[src/rtl/calc_acc_bank.sv]
// calc_acc_bank: NUM_ACC signed accumulators sharing one ALU, with debounced-edge buttons and a circular undo history.
// Build option: define CALC_SAT_EN to make add/sub saturate instead of wrapping.
module calc_acc_bank #(
   parameter int  WIDTH   = 16,
   parameter int  NUM_ACC = 4,
   parameter int  DEPTH   = 8,
   localparam int SEL_W   = $clog2(NUM_ACC),
   localparam int CNT_W   = $clog2(DEPTH + 1)
) (
   input  logic             clk,
   input  logic             rst_n,
   input  logic             btnl,
   input  logic             btnc,
   input  logic             btnr,
   input  logic             btnd,
   input  logic             btnu,
   input  logic             undo,
   input  logic [SEL_W-1:0] sel,
   input  logic [WIDTH-1:0] sw,
   output logic [WIDTH-1:0] led,
   output logic             zero,
   output logic             ovf,
   output logic [CNT_W-1:0] hist_cnt
);
   localparam int               PTR_W    = $clog2(DEPTH);
   localparam logic [PTR_W-1:0] PTR_LAST = PTR_W'(DEPTH - 1);
   localparam logic [CNT_W-1:0] CNT_FULL = CNT_W'(DEPTH);

   // Button index: 0 = commit, 1 = clear, 2 = undo.
   logic [2:0] raw_btn;
   logic [2:0] pulse;
   assign raw_btn = {undo, btnu, btnd};

   generate
      for (genvar gi = 0; gi < 3; gi++) begin : g_sync
         logic sync1_reg;
         logic sync2_reg;
         logic prev_reg;
         always_ff @(posedge clk) begin
            if (!rst_n) begin
               sync1_reg <= 1'b0;
               sync2_reg <= 1'b0;
               prev_reg  <= 1'b0;
            end else begin
               sync1_reg <= raw_btn[gi];
               sync2_reg <= sync1_reg;
               prev_reg  <= sync2_reg;
            end
         end
         assign pulse[gi] = sync2_reg & ~prev_reg;
      end
   endgenerate

   logic commit_pulse;
   logic clear_pulse;
   logic undo_pulse;
   assign commit_pulse = pulse[0];
   assign clear_pulse  = pulse[1];
   assign undo_pulse   = pulse[2];

   logic [NUM_ACC-1:0][WIDTH-1:0] acc_bus;
   logic [WIDTH-1:0]              acc_cur;
   assign acc_cur = acc_bus[sel];

   // ALU between the selected accumulator and the switch operand
   logic [2:0]       op;
   logic [4:0]       shamt;
   logic             shift_big;
   logic [WIDTH-1:0] sum;
   logic [WIDTH-1:0] diff;
   logic             add_ovf;
   logic             sub_ovf;
   logic [WIDTH-1:0] alu_res;
   logic             alu_ovf;

   assign op        = {btnl, btnc, btnr};
   assign shamt     = sw[4:0];
   assign shift_big = ({27'd0, shamt} >= 32'(WIDTH));
   assign sum       = acc_cur + sw;
   assign diff      = acc_cur - sw;
   assign add_ovf   = (acc_cur[WIDTH-1] == sw[WIDTH-1]) && (sum[WIDTH-1]  != acc_cur[WIDTH-1]);
   assign sub_ovf   = (acc_cur[WIDTH-1] != sw[WIDTH-1]) && (diff[WIDTH-1] != acc_cur[WIDTH-1]);

`ifdef CALC_SAT_EN
   // An overflowing add/sub always overflows away from the sign of the accumulator.
   logic [WIDTH-1:0] sat_val;
   assign sat_val = acc_cur[WIDTH-1] ? {1'b1, {(WIDTH-1){1'b0}}} : {1'b0, {(WIDTH-1){1'b1}}};
`endif

   always_comb begin
      alu_res = acc_cur;
      alu_ovf = 1'b0;
      case (op)
         3'b000: begin
            alu_ovf = add_ovf;
`ifdef CALC_SAT_EN
            alu_res = add_ovf ? sat_val : sum;
`else
            alu_res = sum;
`endif
         end
         3'b001: begin
            alu_ovf = sub_ovf;
`ifdef CALC_SAT_EN
            alu_res = sub_ovf ? sat_val : diff;
`else
            alu_res = diff;
`endif
         end
         3'b010: alu_res = acc_cur & sw;
         3'b011: alu_res = acc_cur | sw;
         3'b100: alu_res = acc_cur ^ sw;
         3'b101: alu_res = shift_big ? '0 : (acc_cur << shamt);
         3'b110: alu_res = shift_big ? {WIDTH{acc_cur[WIDTH-1]}}
                                     : WIDTH'($signed(acc_cur) >>> shamt);
         3'b111: alu_res = sw;
      endcase
   end

   // Undo history: circular LIFO, top_reg points at the next free slot.
   logic [SEL_W-1:0] hist_sel_mem [DEPTH];
   logic [WIDTH-1:0] hist_val_mem [DEPTH];
   logic [PTR_W-1:0] top_reg;
   logic [CNT_W-1:0] cnt_reg;
   logic             ovf_reg;
   logic [PTR_W-1:0] top_next;
   logic [PTR_W-1:0] top_prev;
   logic             push_en;
   logic             pop_en;
   logic [SEL_W-1:0] pop_sel;
   logic [WIDTH-1:0] pop_val;

   assign top_next = (top_reg == PTR_LAST) ? '0 : top_reg + 1'b1;
   assign top_prev = (top_reg == '0) ? PTR_LAST : top_reg - 1'b1;
   assign push_en  = clear_pulse | (~undo_pulse & commit_pulse);
   assign pop_en   = ~clear_pulse & undo_pulse & (cnt_reg != '0);
   // Read is asynchronous so a pop restores in the same edge it is seen.
   assign pop_sel  = hist_sel_mem[top_prev];
   assign pop_val  = hist_val_mem[top_prev];

   always_ff @(posedge clk) begin
      if (rst_n && push_en) begin
         hist_sel_mem[top_reg] <= sel;
         hist_val_mem[top_reg] <= acc_cur;
      end
   end

   always_ff @(posedge clk) begin
      if (!rst_n) begin
         top_reg <= '0;
         cnt_reg <= '0;
         ovf_reg <= 1'b0;
      end else begin
         if (push_en) begin
            top_reg <= top_next;
            if (cnt_reg != CNT_FULL) cnt_reg <= cnt_reg + 1'b1;
         end else if (pop_en) begin
            top_reg <= top_prev;
            cnt_reg <= cnt_reg - 1'b1;
         end
         if (clear_pulse) ovf_reg <= 1'b0;
         else if (!undo_pulse && commit_pulse) ovf_reg <= ovf_reg | alu_ovf;
      end
   end

   // Single accumulator write port, priority clear > undo > commit
   logic             acc_we;
   logic [SEL_W-1:0] acc_wsel;
   logic [WIDTH-1:0] acc_wdata;

   always_comb begin
      acc_we    = 1'b0;
      acc_wsel  = sel;
      acc_wdata = '0;
      if (clear_pulse) begin
         acc_we = 1'b1;
      end else if (undo_pulse) begin
         acc_we    = pop_en;
         acc_wsel  = pop_sel;
         acc_wdata = pop_val;
      end else if (commit_pulse) begin
         acc_we    = 1'b1;
         acc_wdata = alu_res;
      end
   end

   generate
      for (genvar gi = 0; gi < NUM_ACC; gi++) begin : g_acc
         logic [WIDTH-1:0] val_reg;
         always_ff @(posedge clk) begin
            if (!rst_n) begin
               val_reg <= '0;
            end else if (acc_we && (acc_wsel == SEL_W'(gi))) begin
               val_reg <= acc_wdata;
            end
         end
         assign acc_bus[gi] = val_reg;
      end
   endgenerate

   assign led      = acc_cur;
   assign zero     = (acc_cur == '0);
   assign ovf      = ovf_reg;
   assign hist_cnt = cnt_reg;

endmodule

[config.mk]
export PLATFORM = sky130hd
export DESIGN_NAME = calc_acc_bank
export DESIGN_NICKNAME = d
export VERILOG_FILES = /design/src/rtl/calc_acc_bank.sv
export SDC_FILE = /design/constraint.sdc
export NUM_CORES = 1
export LEC_CHECK = 0
export ABC_AREA = 1
export ABC_CLOCK_PERIOD_IN_PS = 4200
export CORE_ASPECT_RATIO = 0.7
export CORE_UTILIZATION = 45
export DETAILED_ROUTE_END_ITERATION = 10
export GPL_TIMING_DRIVEN = 0
export PLACE_DENSITY_LB_ADDON = 0.3
export SYNTH_ARGS = -nofsm -noshare
export SYNTH_HDL_FRONTEND = slang
export SYNTH_SLANG_ARGS = --single-unit
[constraint.sdc]
create_clock -name clk -period 4.2 [get_ports clk]
set_input_delay 1.05 -clock clk [delete_from_list [all_inputs] [get_ports clk]]
set_output_delay 1.05 -clock clk [all_outputs]
set_load 0.02 [all_outputs]
==> results of run 1 <==
==> power groups by stage <==
| stage | logic (W) | clock network (W) | registers (W) |
|---|---|---|---|
| 4_1_cts | 0.00142 | 0.00183 | 0.00245 |
| 6_report | 0.00149 | 0.00182 | 0.00246 |
| 3_5_place_dp | 0.00139 | 0 | 0.00250 |
| 5_1_grt | 0.00160 | 0.00193 | 0.00246 |
| 2_1_floorplan | 0.000868 | 0 | 0.00250 |
| 3_3_place_gp | 0.00137 | 0 | 0.00250 |
==> per-stage QoR <==
step	cell area [um2]	setup WS, ps	hold slack (ps)
global route	15440	-6.522	444.9
finish	15440	122.2	410.8
CTS	15370	-77.49	415.9
global placement	14390	-1095	399.3
floorplan	13460	590.8	390.5
detailed placement	14580	-1072	400.8
==> logic make-up after synthesis <==
logic type	Yosys count	synth area share, %
buf+inv	221	6.992
xor+xnor	9	0.5858
compound gates	397	16.73
flops	225	44.18
simple gates	755	25.11
fa+ha+maj	67	6.397
==> cells in the final DEF, fill, tap and decap left out, types with 17 or more instances in the layout <==
cell	instances
nand2_1	334
nand3_1	199
o21ai_0	170
edfxtp_1	144
nor2_1	128
a21oi_1	122
inv_1	98
dfxtp_1	81
ha_1	63
clkdlybuf4s50_1	39
clkbuf_1	38
o221ai_1	36
buf_4	22
inv_2	21
o21ai_1	21
clkbuf_16	21
nand2_2	20
buf_2	17
==> area by class of cell <==
class / instances / area share [%]
timing repair buffer: 64 / 4.642
sequential: 225 / 38.50
clock inverter: 11 / 0.5509
multi-input combinational: 1228 / 43.33
buffer: 81 / 2.706
tap: 378 / 3.062
inverter: 139 / 3.686
clock buffer: 26 / 3.524
==> worst max-delay path by stage <==
stage	start	cells after the start	end	slack [ps]
after floorplan	sel[1]	7	zero	590
after global placement	sel[1]	18	g_acc[0].val_reg[8]	-1100
after detailed placement	sel[1]	19	g_acc[0].val_reg[3]	-1070
after CTS	sel[1]	9	zero	-80
after global routing	sw[2]	17	g_acc[2].val_reg[5]	-7
final	sel[1]	9	zero	120
==> critical path: stages <==
cell	delay (ps)
clkbuf_2	160
buf_4	220
inv_2	160
buf_6	200
nand3_1	200
nand2_4	200
nand4_1	180
nor4_4	350
clkdlybuf4s15_2	300
==> repair_timing <==
action,in CTS,in global routing
endpoints found under the setup margin,78,62
resized for setup,39,18
buffers inserted,8,2
pin swaps,0,1
==> per-layer routing <==
layer  track usage, %  wire (um)
met1            50.25      23080
met2            43.83      19630
met3            10.80       6712
met4            6.949        998
met5                0          0
==> out/metrics.cfg, run 1 <==
[routing]
drt_wl_total_mm=50.42
via_per_inst=6.053
detail_route.wl_per_cell_um=23.43
dr_total_vias=13030
ant_nets=0
drc_errors=0
drtIter0Drc=2049
firstDrtPassIters=5

[power_and_ir_drop]
p_switching_w=0.001935
powerDensity_mw_per_mm2=373.7
ir_worst_vdd_v=0.0002661
clock_power_share_pct=31.6
p_comb_share_pct=25.8
seq_power_share_pct=42.6
cellInternalPower_w=0.003836
p_leak_nw=6.274
switching_share_pct=33.53
p_total_w=0.005771

[final_layout]
largest_reg_flops=128
n_antenna_cell=0
filler_cell_count=2784
final_cells=2152
multiInputGateArea_mm2=0.006691
finalNetCount=1853
area_growth_pct=14.77
seq_area_mm2=0.005946
final_core_util_pct=52.98
drive_gt1_share_pct=11.39

[setup_path]
timing.setup.critical_path_class=primary input to output port
rr_startpoint=top_reg[0]
cp.required_ps=3150
ff2ff_path_depth=14
reg2reg_to=g_acc[1].val_reg[5]
rrSetupSlack_ps=950
cp-end-kind=output port
crit_fanout=10
startpoint_type=primary input
worstPathArrival_ps=3030

[clocking]
clk_path_buf_depth=3
clock-sinks=225
clk_pin_slew_ps=60
postCtsHoldBufs=0
h-tree-depth=1
cts_root_buf=clkbuf_16
cts_made_buffers=21
cts_tree=built
clock_latency_ps=530

[global_route]
grt_pass1_vias=11960
grt_pass1_wl_mm=75.09
grt.total_usage_pct=32.76
grt_max_degree=17
antenna_found_initial=0
overflow=0

[synth]
synth_enable_flop_cells=144
netlist_area_mm2=0.01346
yosysSeqAreaShare_pct=44.18
async_flop_share_pct=0
synth_nets=1767
synth_largest_area_cell=edfxtp_1
synth_seq_cells=225
synth_ff_type=edfxtp_1
synth_area_leaders=edfxtp_1, dfxtp_1, nand2_1
synth.most_common_cell=nand2_1
yosysTopAreaCellShare_pct=32.13
avgSynthCellArea_um2=8.039
synth_cell_types=51
synthTopCellsByCount=nand2_1, nand3_1, o21ai_0
yosysWarningCount=0
syn_inst=1674

[timing]
tns_ps=0
fin_crit_ps=4078
hold_viol=0
maxSlewHeadroom_pct=52.69
slew_violations=0
period_share_pct=97.09
fmax_ghz=0.2452
skew_ps=25.77
worst_pin_slew_ps=709.6
setup_viol=0

[min_path]
holdPathEnd=g_sync[2].sync2_reg
hp-class=flop to flop
min_path_cells=2
hp-start=g_sync[2].sync1_reg

[placed_design]
post-place-cells=2106
portBuffers=46
dp_hpwl_mm=37.71
gp_congestion=1.052

[die]
die_area_mm2=0.03061
row_count=52
fp.dieW_um=208.7
ios=48
die_y_um=146.7
initial_core_util_pct=46.17
coreArea_mm2=0.02915

[status]
status=complete, no violations

[flow_run]
drv_cap=0

Power figures use the tool's default switching activity.
==> run 2, diff against run 1 <==
--- a/config.mk
+++ b/config.mk
@@ -5,7 +5,6 @@
 export SDC_FILE = /design/constraint.sdc
 export NUM_CORES = 1
 export LEC_CHECK = 0
-export ABC_AREA = 1
 export ABC_CLOCK_PERIOD_IN_PS = 4200
 export CORE_ASPECT_RATIO = 0.7
 export CORE_UTILIZATION = 45
==> run 2 against run 1 <==
  * The flow now finishes with violations (setup timing)
  * Count of clock-buffer cells in the layout shrank 1
  * Fmax shrank 8.1%
  * Sequential share of layout area shrank 2.4 points
  * Worst hold slack gained 24 ps
  * Final area grew 6.7%
  * Flip-flop and latch count is the same
  * First-iteration DRC count shrank 4.9%
  * Setup slack lost 360 ps
  * Clock skew grew 5.1 ps
  * Non-clock buffer count grew 33
  * Global-route usage grew 0.88 points
  * Core utilization grew 1.8 points
  * Critical path type is now primary input to flop
==> out/metrics.cfg, run 2 <==
[status]
status=finished, violations left
failed_checks=setup timing

[setup_path]
timing.setup.critical_path_class=primary input to flop
path_depth=13
cp.required_ps=4610
path_buf_inv=4
slowest_stage=dlygate4sd2_1
cp_cell_sequence=dlygate4sd2_1 > inv_1 > clkbuf_2 > ha_1 > buf_6 > o21ba_4 > or4_4 > a2111o_1 > a2111oi_4 > mux2i_1 > o2111ai_2 > nand3_4 > o21ai_1
crit_fanout=12
worstPathArrival_ps=4850
cp-end-kind=flop
crit_family=compound AO/OA/AOI/OAI gates
startpoint_type=primary input
critPathMaxStageDelay_ps=500
ff2ff_path_depth=10

[clocking]
h-tree-depth=1
cts_made_buffers=23
cts_tree=built
cts_root_buf=clkbuf_16
clock-sinks=225
postCtsHoldBufs=0
clock_latency_ps=530
clk_path_buf_depth=3
clk_pin_slew_ps=60

[timing]
fmax_ghz=0.2253
maxSlewHeadroom_pct=30.03
setup_viol=16
period_share_pct=105.7
fin_crit_ps=4439
rsz0062_at_grt=yes
fin_ws_ps=-238.8
hold_viol=0
worst_pin_slew_ps=1044
skew_ps=30.84
slew_violations=0

[routing]
firstDrtPassIters=7
dr_total_vias=11870
drc_errors=0
drtIter0Drc=1949
detail_route.wl_per_cell_um=29.45
ant_nets=0
via_per_inst=6.659
drt_wl_total_mm=52.50

[power_and_ir_drop]
p_total_w=0.005365
ir_worst_vdd_v=0.0003029
powerDensity_mw_per_mm2=325.5
p_leak_nw=5.758

[synth]
yosysTopAreaCellShare_pct=31.28
synth_largest_area_cell=edfxtp_1
netlist_area_mm2=0.01382
yosysSeqAreaShare_pct=43.01
synth_nets=1327
async_flop_share_pct=0
synth_cell_types=85
synth.most_common_cell=edfxtp_1
synth_seq_cells=225
yosysWarningCount=0
synthTopCellsByCount=edfxtp_1, nand2_1, dfxtp_1, mux4_2, o21ai_0
synth_ff_type=edfxtp_1
synth_enable_flop_cells=144
synth_area_leaders=edfxtp_1, mux4_2, dfxtp_1
avgSynthCellArea_um2=11.20
syn_inst=1234

[global_route]
use_met3_pct=10.45
grt_pass1_vias=11270
grt_pass1_wl_mm=76.42
top_usage_layer=met1
grt.total_usage_pct=33.64
overflow=0
antenna_found_initial=1
grt_max_degree=20
grt_util_met2_pct=46.83
use_met1_pct=50.18

[placed_design]
dp_hpwl_mm=36.57
portBuffers=47
dp_slack_ps=-2066
gp_congestion=1.033

[die]
coreArea_mm2=0.03011
ios=48
die_y_um=148.6
row_count=53
fp.dieW_um=211.5
die_area_mm2=0.03144
initial_core_util_pct=45.91

[final_layout]
area_growth_pct=19.23
layout_common_cells=edfxtp_1, nand2_1, mux4_2, dfxtp_1, o21ai_0
largest_reg_flops=128
drive_gt1_share_pct=21.66
finalNetCount=1452
final_common_cell=edfxtp_1
final_core_util_pct=54.74
n_antenna_cell=0

[min_path]
hp-class=flop to flop
min_path_cells=1

[flow_run]
drv_cap=0

-- run 2: changes by cell type after synthesis, moves of 19 or more --
cell and change:
a21oi_1 -59, a22o_1 +21, and2_1 +22, inv_1 -47
inv_2 -29, mux2i_1 +40, mux4_2 +81, nand2_1 -243
nand3_1 -171, nor2_1 -66, o21ai_0 -93, o21ai_1 -19
o221ai_1 -30, xnor2_1 +19
-- run 2: path summary, 6_finish.rpt --
kind                             from                   end  slack, ps
setup reg to reg           top_reg[1]  g_acc[2].val_reg[10]        120
hold reg to reg   g_sync[0].sync1_reg   g_sync[0].sync2_reg        430
setup / recovery                sw[2]  g_acc[1].val_reg[14]       -240
hold / removal    g_sync[0].sync1_reg   g_sync[0].sync2_reg        430
-- run 2: per-layer routing --
layer  routed length [um]  vias to the layer above
li1                     -                     5030
met1                22510                     5846
met4                 1513                        4
met3                 7263                      133
met2                21200                      860
met5                   25                        -
-- run 2: what timing repair did --
action,in CTS,in global routing
setup endpoints to repair,82,64
hold endpoints to repair,0,0
cloned,0,0
setup buffers,41,8
pin swaps,16,17
resized for setup,84,47
-- run 2: cell type report --
cell class	count	area, um2
Fill cell	2644	13630
Multi-Input combinational cell	872	7637
Sequential cell	225	5946
Timing Repair Buffer	106	1011
Clock buffer	25	583.1
Tap cell	412	515.5
Buffer	72	475.5
Inverter	59	239.0
Clock inverter	12	73.82
-- run 2: power by group --
part | switching [W] | internal, W | total, W
clock network | 0.000852 | 0.00100 | 0.00185
logic | 0.000679 | 0.000432 | 0.00111
registers | 0.0000285 | 0.00237 | 0.00240
total | 0.00156 | 0.00381 | 0.00537
-- run 2: cell families (layout without fill, tap and decap cells) --
| logic type | count (synthesis) | after routing | share of synthesized area (%) |
|---|---|---|---|
| AOI/OAI and AO/OA | 331 | 331 | 16.60 |
| xor gates and xnor gates | 25 | 25 | 1.584 |
| adders and majority gates | 68 | 68 | 6.300 |
| buffers and inverters | 137 | 274 | 4.489 |
| DFF | 225 | 225 | 43.01 |
| muxes | 131 | 131 | 16.91 |
| and+or+nand+nor | 317 | 317 | 11.11 |
-- run 2: stage by stage --
step           hold slack (ps)  area [um2]  setup TNS (ps)  std cells
2_1_floorplan            411.9       13910           -4822       1234
3_3_place_gp             420.7       14890         -174780       1693
3_5_place_dp             422.6       15060         -111250       1703
4_1_cts                  436.5       16280           -2230       1778
5_1_grt                  456.8       16480           -3594       1783
6_report                 434.9       16480           -2627       1783
==> run 3, diff against run 2 <==
--- a/config.mk
+++ b/config.mk
@@ -7,6 +7,7 @@
 export LEC_CHECK = 0
 export ABC_CLOCK_PERIOD_IN_PS = 4200
 export CORE_ASPECT_RATIO = 0.7
+export CORE_MARGIN = 2
 export CORE_UTILIZATION = 45
 export DETAILED_ROUTE_END_ITERATION = 10
 export GPL_TIMING_DRIVEN = 0
==> run 3 against run 2 <==
  * The flow still finishes with violations (setup timing)
  * Non-clock buffer count increased by 2
  * Worst hold slack about the same
  * Fmax grew 0.25%
  * Setup slack gained 11 ps
  * Die area grew 2.3%
  * Combinational power barely moved
  * Core utilization about the same
  * First-iteration DRC count is 3.8% higher
  * Power up 2.6%
  * Critical endpoint is now g_acc[2].val_reg[10]
==> out/metrics.cfg, run 3 (same netlist as run 2, synthesis figures left out) <==
[status]
status=finished, violations left
failed_checks=setup timing

[setup_path]
crit_fanout=4
worstPathArrival_ps=4840
cp_cell_sequence=buf_12 > buf_12 > buf_12 > mux4_2 > inv_2 > ha_4 > fa_2 > o21ba_4 > or4_4 > a2111o_1 > nand2_2 > xnor2_4 > a2111oi_4 > o2111ai_4 > a32o_1
timing.setup.critical_path_class=primary input to flop
slowest_stage=mux4_2
cp-end-kind=flop
cp.required_ps=4610
critPathMaxStageDelay_ps=470
startpoint_type=primary input
cp_common_cell=buf_12

[placed_design]
dp_hpwl_mm=36.38
gp_congestion=1.022
portBuffers=47
postPlaceCellArea_mm2=0.01511

[die]
die_y_um=150.6
row_count=53
fp.dieW_um=213.5
coreArea_mm2=0.03011
die_area_mm2=0.03216
ios=48
initial_core_util_pct=45.91

[final_layout]
largest_reg_flops=128
finalNetCount=1453
final_cell_area_mm2=0.01649
drive_gt1_share_pct=20.35
area_growth_pct=19.29
final_core_util_pct=54.77
n_antenna_cell=0
layout_common_cells=edfxtp_1, nand2_1, mux4_2, dfxtp_1, o21ai_0
final_common_cell=edfxtp_1

[global_route]
grt_max_degree=20
overflow=0
antenna_found_initial=1
grt_pass1_wl_mm=75.55
grt.total_usage_pct=32.46
grt_pass1_vias=11080

[timing]
slew_violations=0
fmax_ghz=0.2258
fin_ws_ps=-227.9
worst_pin_slew_ps=965.6
setup_viol=35
fin_crit_ps=4428
maxSlewHeadroom_pct=35.63
period_share_pct=105.4
rsz0062_at_grt=yes
hold_viol=0
skew_ps=22.77

[clocking]
clock_latency_ps=520
clock-sinks=225
h-tree-depth=1
clk_path_buf_depth=3
cts_tree=built
clk_pin_slew_ps=60
cts_made_buffers=22
cts_root_buf=clkbuf_16

[routing]
firstDrtPassIters=6
via_per_inst=6.634
drtIter0Drc=2024
detail_route.wl_per_cell_um=28.93
drt_wl_total_mm=51.73
drc_errors=0
dr_total_vias=11860
ant_nets=0

[power_and_ir_drop]
p_total_w=0.005506
cellInternalPower_w=0.003978
seq_power_share_pct=43.6
p_leak_nw=5.790
p_comb_share_pct=19.9
clock_power_share_pct=36.4
p_switching_w=0.001528
ir_worst_vdd_v=0.0002920
switching_share_pct=27.76
powerDensity_mw_per_mm2=333.9

[flow_run]
drv_cap=0

[min_path]
hp-class=flop to flop

==> run 3: what timing repair did <==
action,4_1_cts,5_1_grt
setup buffers,45,3
pin swaps,19,17
endpoints found under the setup margin,82,65
resized for setup,75,30
hold buffers,0,0
==> run 3: metrics by stage <==
| stage | setup slack (ps) | hold WS [ps] | setup TNS [ps] | cells |
|---|---|---|---|---|
| 6_report | -227.9 | 434.8 | -3468 | 1788 |
| 3_3_place_gp | -1837 | 422.6 | -185230 | 1693 |
| 2_1_floorplan | -363.2 | 411.9 | -4822 | 1234 |
| 5_1_grt | -295.7 | 456.7 | -5843 | 1788 |
| 3_5_place_dp | -1917 | 423.2 | -106690 | 1704 |
| 4_1_cts | -282.3 | 437.1 | -2437 | 1785 |
==> run 3: final timing paths <==
path                  startpoint                    to  slack [ps]  cells past startpoint
max                       sel[1]  g_acc[2].val_reg[10]        -230                     15
min reg2reg  g_sync[2].sync1_reg   g_sync[2].sync2_reg         430                      1
max reg2reg           top_reg[1]  g_acc[2].val_reg[10]          80                     10
min          g_sync[2].sync1_reg   g_sync[2].sync2_reg         430                      1
==> run 3: metal layers <==
layer,vias to the layer above,share of wire (%),GRT usage (%)
met3,102,14,9.366
met1,5899,43,49.41
met4,0,2.9,8.681
met2,825,40,44.64
li1,5035,-,-
met5,-,0,0
==> run 3: power groups by stage <==
stage / combinational, W / clock (W) / sequential [W]
after global routing: 0.00116 / 0.00212 / 0.00240
after CTS: 0.00106 / 0.00203 / 0.00240
after global placement: 0.000993 / 0 / 0.00245
after detailed placement: 0.00101 / 0 / 0.00245
after floorplan: 0.000660 / 0 / 0.00245
final: 0.00110 / 0.00201 / 0.00240
==> run 3: final cells by class <==
| class | instances | area, um2 |
|---|---|---|
| Fill cell | 2637 | 13620 |
| Multi-Input combinational cell | 872 | 7560 |
| Sequential cell | 225 | 5946 |
| Timing Repair Buffer | 107 | 1051 |
| Clock buffer | 29 | 629.4 |
| Tap cell | 412 | 515.5 |
| Buffer | 73 | 459.2 |
| Inverter | 59 | 229.0 |
| Clock inverter | 11 | 100.1 |
==> run 3: worst max-delay path: cells and delay by family <==
| family | cells | cell delay [ps] |
|---|---|---|
| AO/OA/AOI/OAI | 5 | 1640 |
| AND/OR/NAND/NOR | 2 | 570 |
| multiplexers | 1 | 470 |
| XOR/XNOR | 1 | 100 |
| buffers and inverters | 4 | 440 |
| adder cells (fa/ha/maj) | 2 | 550 |
